==> config.mk <==
export PLATFORM = sky130hd
export DESIGN_NAME = ita_output_credit_fifo
export DESIGN_NICKNAME = d
export VERILOG_FILES = /design/src/rtl/ita_package.sv /design/src/rtl/ita_ring_buffer.sv /design/src/rtl/ita_output_credit_fifo.sv
export SDC_FILE = /design/constraint.sdc
export NUM_CORES = 2
export LEC_CHECK = 0
export BUFFER_PORTS_ARGS = -buffer_cell sky130_fd_sc_hd__clkbuf_2
export CORE_MARGIN = 10
export CORE_UTILIZATION = 60
export CTS_CLUSTER_DIAMETER = 60
export DETAILED_ROUTE_END_ITERATION = 7
export PLACE_DENSITY = 0.83
export SLEW_MARGIN = 5
export SYNTH_ARGS = -nofsm -noshare
export SYNTH_HDL_FRONTEND = slang
export SYNTH_SLANG_ARGS = --single-unit
==> constraint.sdc <==
create_clock -name clk_i -period 4.5 [get_ports clk_i]
set_clock_uncertainty 0.05 [all_clocks]
set_input_delay 0.45 -clock clk_i [delete_from_list [all_inputs] [get_ports clk_i]]
set_output_delay 0.45 -clock clk_i [all_outputs]
set_load 0.02 [all_outputs]
==> src/rtl/ita_package.sv <==
// Shared types and sizing for the ITA output path.
// Result vectors, packed FIFO words and the counter widths of the output buffer.
package ita_package;

  localparam int unsigned N         = 16;
  localparam int unsigned WI        = 8;
  localparam int unsigned FifoDepth = 12;

  function automatic int unsigned idx_width(input int unsigned num);
    return (num > 32'd1) ? unsigned'($clog2(num)) : 32'd1;
  endfunction

  localparam int unsigned OutFifoPtrWidth = idx_width(FifoDepth);

  typedef logic signed [N-1:0][WI-1:0]         requant_oup_t;
  typedef logic [N*WI-1:0]                     fifo_data_t;
  typedef logic [idx_width(FifoDepth+1)-1:0]   fifo_usage_t;
  typedef logic [idx_width(FifoDepth+1)-1:0]   ongoing_t;

endpackage

==> src/rtl/ita_ring_buffer.sv <==
// Circular store with explicit pointer wrap, full/empty and an occupancy count.
// A push into a full buffer is accepted only when a pop frees the head in the same cycle.
module ita_ring_buffer
  import ita_package::*;
#(
  parameter int unsigned Depth = 12,
  parameter int unsigned Width = 128,
  localparam int unsigned PtrW = idx_width(Depth),
  localparam int unsigned CntW = idx_width(Depth + 1)
) (
  input  logic             i_clk,
  input  logic             i_rst_n,
  input  logic             i_flush,
  input  logic             i_push,
  input  logic             i_pop,
  input  logic [Width-1:0] i_data,
  output logic [Width-1:0] o_head,
  output logic             o_empty,
  output logic             o_full,
  output logic [CntW-1:0]  o_usage,
  output logic             o_drop
);

  logic [Width-1:0] r_mem [Depth];
  logic [PtrW-1:0]  r_wptr;
  logic [PtrW-1:0]  r_rptr;
  logic [CntW-1:0]  r_usage;

  logic             w_full;
  logic             w_empty;
  logic             w_push_ok;
  logic             w_pop_ok;
  logic [PtrW-1:0]  w_wptr_nxt;
  logic [PtrW-1:0]  w_rptr_nxt;

  assign w_full    = (r_usage == CntW'(Depth));
  assign w_empty   = (r_usage == '0);
  assign w_pop_ok  = i_pop && !w_empty;
  assign w_push_ok = i_push && (!w_full || w_pop_ok);

  // Depth need not be a power of two, so the wrap is an explicit compare.
  assign w_wptr_nxt = (r_wptr == PtrW'(Depth - 1)) ? '0 : r_wptr + PtrW'(1);
  assign w_rptr_nxt = (r_rptr == PtrW'(Depth - 1)) ? '0 : r_rptr + PtrW'(1);

  always_ff @(posedge i_clk or negedge i_rst_n) begin
    if (!i_rst_n) begin
      for (int i = 0; i < Depth; i++) r_mem[i] <= '0;
    end else if (!i_flush && w_push_ok) begin
      r_mem[r_wptr] <= i_data;
    end
  end

  always_ff @(posedge i_clk or negedge i_rst_n) begin
    if (!i_rst_n) begin
      r_wptr  <= '0;
      r_rptr  <= '0;
      r_usage <= '0;
    end else if (i_flush) begin
      r_wptr  <= '0;
      r_rptr  <= '0;
      r_usage <= '0;
    end else begin
      if (w_push_ok) r_wptr <= w_wptr_nxt;
      if (w_pop_ok)  r_rptr <= w_rptr_nxt;
      case ({w_push_ok, w_pop_ok})
        2'b10:   r_usage <= r_usage + CntW'(1);
        2'b01:   r_usage <= r_usage - CntW'(1);
        default: r_usage <= r_usage;
      endcase
    end
  end

  assign o_head  = r_mem[r_rptr];
  assign o_empty = w_empty;
  assign o_full  = w_full;
  assign o_usage = r_usage;
  assign o_drop  = i_push && w_full && !w_pop_ok;

endmodule

==> src/rtl/ita_output_credit_fifo.sv <==
// Credit-managed output buffer behind the requantizer: ring buffer plus an
// issued-but-not-popped counter that stalls the controller before overflow.
module ita_output_credit_fifo
  import ita_package::*;
#(
  parameter int unsigned FifoDepth = ita_package::FifoDepth,
  parameter int unsigned N         = ita_package::N,
  parameter int unsigned WI        = ita_package::WI
) (
  input  logic         clk_i,
  input  logic         rst_ni,
  input  logic         flush_i,
  input  logic         issue_i,
  output logic         stall_o,
  input  logic         valid_i,
  input  requant_oup_t data_i,
  output logic         valid_o,
  input  logic         ready_i,
  output fifo_data_t   data_o,
  output fifo_usage_t  usage_o,
  output ongoing_t     ongoing_o,
  output logic         err_o
);

  ongoing_t    r_ongoing;
  logic        r_err;

  fifo_data_t  w_packed;
  fifo_data_t  w_head;
  fifo_usage_t w_usage;
  logic        w_empty;
  logic        w_full;
  logic        w_drop;
  logic        w_stall;
  logic        w_issue_ok;
  logic        w_pop;
  logic        w_underflow;
  logic        w_orphan;
  logic        w_err_evt;

  always_comb begin
    w_packed = '0;
    for (int n = 0; n < N; n++) w_packed[n*WI +: WI] = data_i[n];
  end

  ita_ring_buffer #(
    .Depth (FifoDepth),
    .Width ($bits(fifo_data_t))
  ) u_ring (
    .i_clk   (clk_i),
    .i_rst_n (rst_ni),
    .i_flush (flush_i),
    .i_push  (valid_i),
    .i_pop   (w_pop),
    .i_data  (w_packed),
    .o_head  (w_head),
    .o_empty (w_empty),
    .o_full  (w_full),
    .o_usage (w_usage),
    .o_drop  (w_drop)
  );

  assign w_stall     = (r_ongoing == ongoing_t'(FifoDepth));
  assign w_issue_ok  = issue_i && !w_stall;
  assign w_pop       = !w_empty && ready_i;
  assign w_underflow = w_pop && !w_issue_ok && (r_ongoing == '0);
  // A result with every issued credit already matched by a stored entry has no owner.
  assign w_orphan    = valid_i && (r_ongoing == ongoing_t'(w_usage));
  assign w_err_evt   = (issue_i && w_stall) || w_drop || w_underflow || w_orphan;

  always_ff @(posedge clk_i or negedge rst_ni) begin
    if (!rst_ni) begin
      r_ongoing <= '0;
      r_err     <= 1'b0;
    end else if (flush_i) begin
      r_ongoing <= '0;
      r_err     <= 1'b0;
    end else begin
      case ({w_issue_ok, w_pop})
        2'b10:   r_ongoing <= r_ongoing + ongoing_t'(1);
        2'b01:   if (!w_underflow) r_ongoing <= r_ongoing - ongoing_t'(1);
        default: r_ongoing <= r_ongoing;
      endcase
      if (w_err_evt) r_err <= 1'b1;
    end
  end

  assign stall_o   = w_stall;
  assign valid_o   = !w_empty;
  assign data_o    = w_head;
  assign usage_o   = w_usage;
  assign ongoing_o = r_ongoing;
  assign err_o     = r_err;

endmodule

==> results.json <==
{
  "netlist_area_um2": 70600,
  "clock_latency_ps": 750,
  "crit_start": "u_ring.r_rptr[0]",
  "worstSetupStartpointType": "flop",
  "rsz0062_at_grt": "false",
  "arrival_ps": 3530,
  "final_cell_area_um2": 78800,
  "drc": 0,
  "avgSynthCellArea_um2": 15.9,
  "clockBufferDepth": 3,
  "worst_slew_pin_slew_ps": 1050,
  "power.density_nw_per_um2": 484,
  "io_buffers": 272,
  "drive_above_1_share_pct": 55.1,
  "vias": 39600,
  "gr-total-overflow": 0,
  "final_antenna_net_count": 0,
  "finalHoldViolCount": 0,
  "grt_max_degree": 134,
  "antenna_found_initial": 22,
  "grt_pass1_vias": 43200,
  "h-tree-depth": 4,
  "io_pins": 273,
  "die_x_um": 363,
  "grt_pass1_wl_mm": 262,
  "ys_seq_area_share_pct": 55.0,
  "synth_adder_area_share_pct": 0.188,
  "place_area_um2": 73000,
  "numCtsBuffers": 160,
  "synth-edff-count": 0,
  "cts_tree": "built",
  "min_period_ps": 4030,
  "area_growth_pct": 11.5,
  "nets": 4703,
  "cts_root_buf": "clkbuf_16",
  "synth_fp_nets": 4579,
  "tns_ps": 0,
  "synth_cell_type_count": 49,
  "ys_ff_latch": 1553,
  "cp.required_ps": 4000,
  "cp_max_fo": 47,
  "drt-wirelength-per-cell_um": 27.0,
  "critPathKind": "flop to output pin",
  "crit_path_end_kind": "output pin",
  "finalSetupViolCount": 0,
  "cts_sinks": 1553,
  "first_iter_violations": 3232,
  "post_cts_buffers": 0,
  "gp_congestion": 0.763,
  "num_rows": 125,
  "synth_top_family_by_area": "multiplexers",
  "critPathMaxStageDelay_ps": 800,
  "max-cap-violations": 0,
  "dr.pass1.iters": 5,
  "outcome": "finished clean",
  "hold_ws_ps": 37.4,
  "ir_worst_vdd_uv": 395,
  "layout_common_cells": "dfrtp_1 (1549), mux2_2 (1537), mux4_2 (384)",
  "die_y_um": 363,
  "min-delay-start": "data_i[105]",
  "period_share_pct": 89.5,
  "synth_xor_area_share_pct": 0.0868,
  "p_leak_nw": 36.4,
  "path_cells": "buf_12 -> mux4_2 -> mux2i_1 -> o21ai_0 -> clkbuf_2",
  "clkTransAtPathRegs_ps": 60,
  "ys.warnings.count": 0,
  "cpMaxStageDelayCell": "dfrtp_4",
  "vias_per_cell": 6.36,
  "synth_compound_area_share_pct": 1.34,
  "synth_cells": 4435,
  "postRouteWirelength_mm": 168,
  "yosys_most_used_dff": "dfrtp_1",
  "hold_path.class": "primary input to flop",
  "grt_usage_pct": 25.6,
  "reg2reg_from": "u_ring.o_usage[1]",
  "dp_hpwl_mm": 93.7,
  "muxShareOfSynthArea_pct": 38.6,
  "die-area_um2": 132000,
  "final_max_slew_viol_count": 0,
  "max_slew_margin_pct": 30.2,
  "async_flop_share_pct": 100,
  "synth-simple-area-share_pct": 1.22,
  "core-area_um2": 117000,
  "initial_utilization_pct": 60.6,
  "layout_commonest_cell": "dfrtp_1",
  "utilization_pct": 67.6,
  "fmax_mhz": 248
}
-- cell families after synthesis --
kind of cell,Yosys count
AND/OR/NAND/NOR,202
adder cells (fa/ha/maj),10
multiplexers,2055
buffers and inverters,439
flip-flops,1553
AO/OA/AOI/OAI,169
XOR/XNOR,7
-- through the flow --
stage,worst slack (ps),instances,power [W]
after CTS,514,6213,0.0384
after detailed placement,1250,5899,0.0246
after global routing,311,6218,0.0397
final,474,6222,0.0381
after global placement,1330,5899,0.0244
after floorplan,1900,4435,0.0219
-- routing by layer --
layer | up-vias | wire length [um] | GRT usage [%]
li1 | 16600 | - | -
met1 | 21600 | 72900 | 35.5
met2 | 1058 | 80800 | 40.9
met3 | 290 | 9630 | 5.26
met4 | 26 | 4510 | 8.19
met5 | - | 150 | 0
-- report_power, final --
group | switching, W | internal, W | leakage (nW)
clock network | 0.00558 | 0.00818 | 2.73
registers | 0.000869 | 0.0154 | 20.9
logic | 0.00428 | 0.00384 | 12.8
-- timing repair --
| action | 4_1_cts | 5_1_grt |
|---|---|---|
| hold endpoints to repair | 226 | 0 |
| gates resized for setup | 0 | 0 |
| hold buffers | 22 | 0 |
-- cell type report --
cell class | count | area [um^2]
antenna | 9 | 22.5
clock buffer | 232 | 4760
clock inverter | 60 | 777
fill | 7528 | 37700
inverter | 6 | 22.5
multi-input combinational | 2443 | 29400
sequential | 1553 | 38900
tap | 1524 | 1910
timing repair buffer | 395 | 3020
-- registers in the layout (all words and copies together), names as in the netlist --
register / count
err_o: 1
u_ring.o_usage: 4
u_ring.r_wptr: 4
ongoing_o: 4
u_ring.r_rptr: 4
u_ring.r_mem: 1536
-- synth_stat cells, drive strengths merged (3+ instances only) --
| master | count | area share [%] |
|---|---|---|
| o21ai | 134 | 0.95 |
| mux2i | 134 | 1.9 |
| nand2 | 150 | 0.80 |
| dfrtp | 1553 | 55 |
| clkbuf | 210 | 1.1 |
| or3 | 4 | 0.037 |
| a21oi | 15 | 0.11 |
| nor4 | 4 | 0.057 |
| nor3 | 4 | 0.028 |
| nand2b | 5 | 0.044 |
| ha | 9 | 0.16 |
| xnor2 | 3 | 0.037 |
| mux4 | 384 | 12 |
| nor2b | 4 | 0.035 |
| nor2 | 24 | 0.13 |
| mux2 | 1537 | 25 |
| buf | 223 | 2.4 |
| xor2 | 4 | 0.050 |
| inv | 6 | 0.032 |
-- critical path, delay by kind of cell, from the launching register on --
kind	cells	cell delay, ps
flip-flops	1	800
AO/OA/AOI/OAI	1	800
buffers and inverters	2	740
multiplexers	2	390
-- path summary, 6_finish.rpt --
path,end,slack [ps],depth (start not counted)
setup / recovery,data_o[95],470,5
hold / removal,u_ring.r_mem[873],40,2
setup reg to reg,u_ring.r_mem[1138],1250,6
hold reg to reg,u_ring.r_mem[1261],450,1
max in group asynchronous,u_ring.r_mem[919],2860,3
min in group asynchronous,u_ring.r_mem[66],330,2
Power figures use the tool's default switching activity.
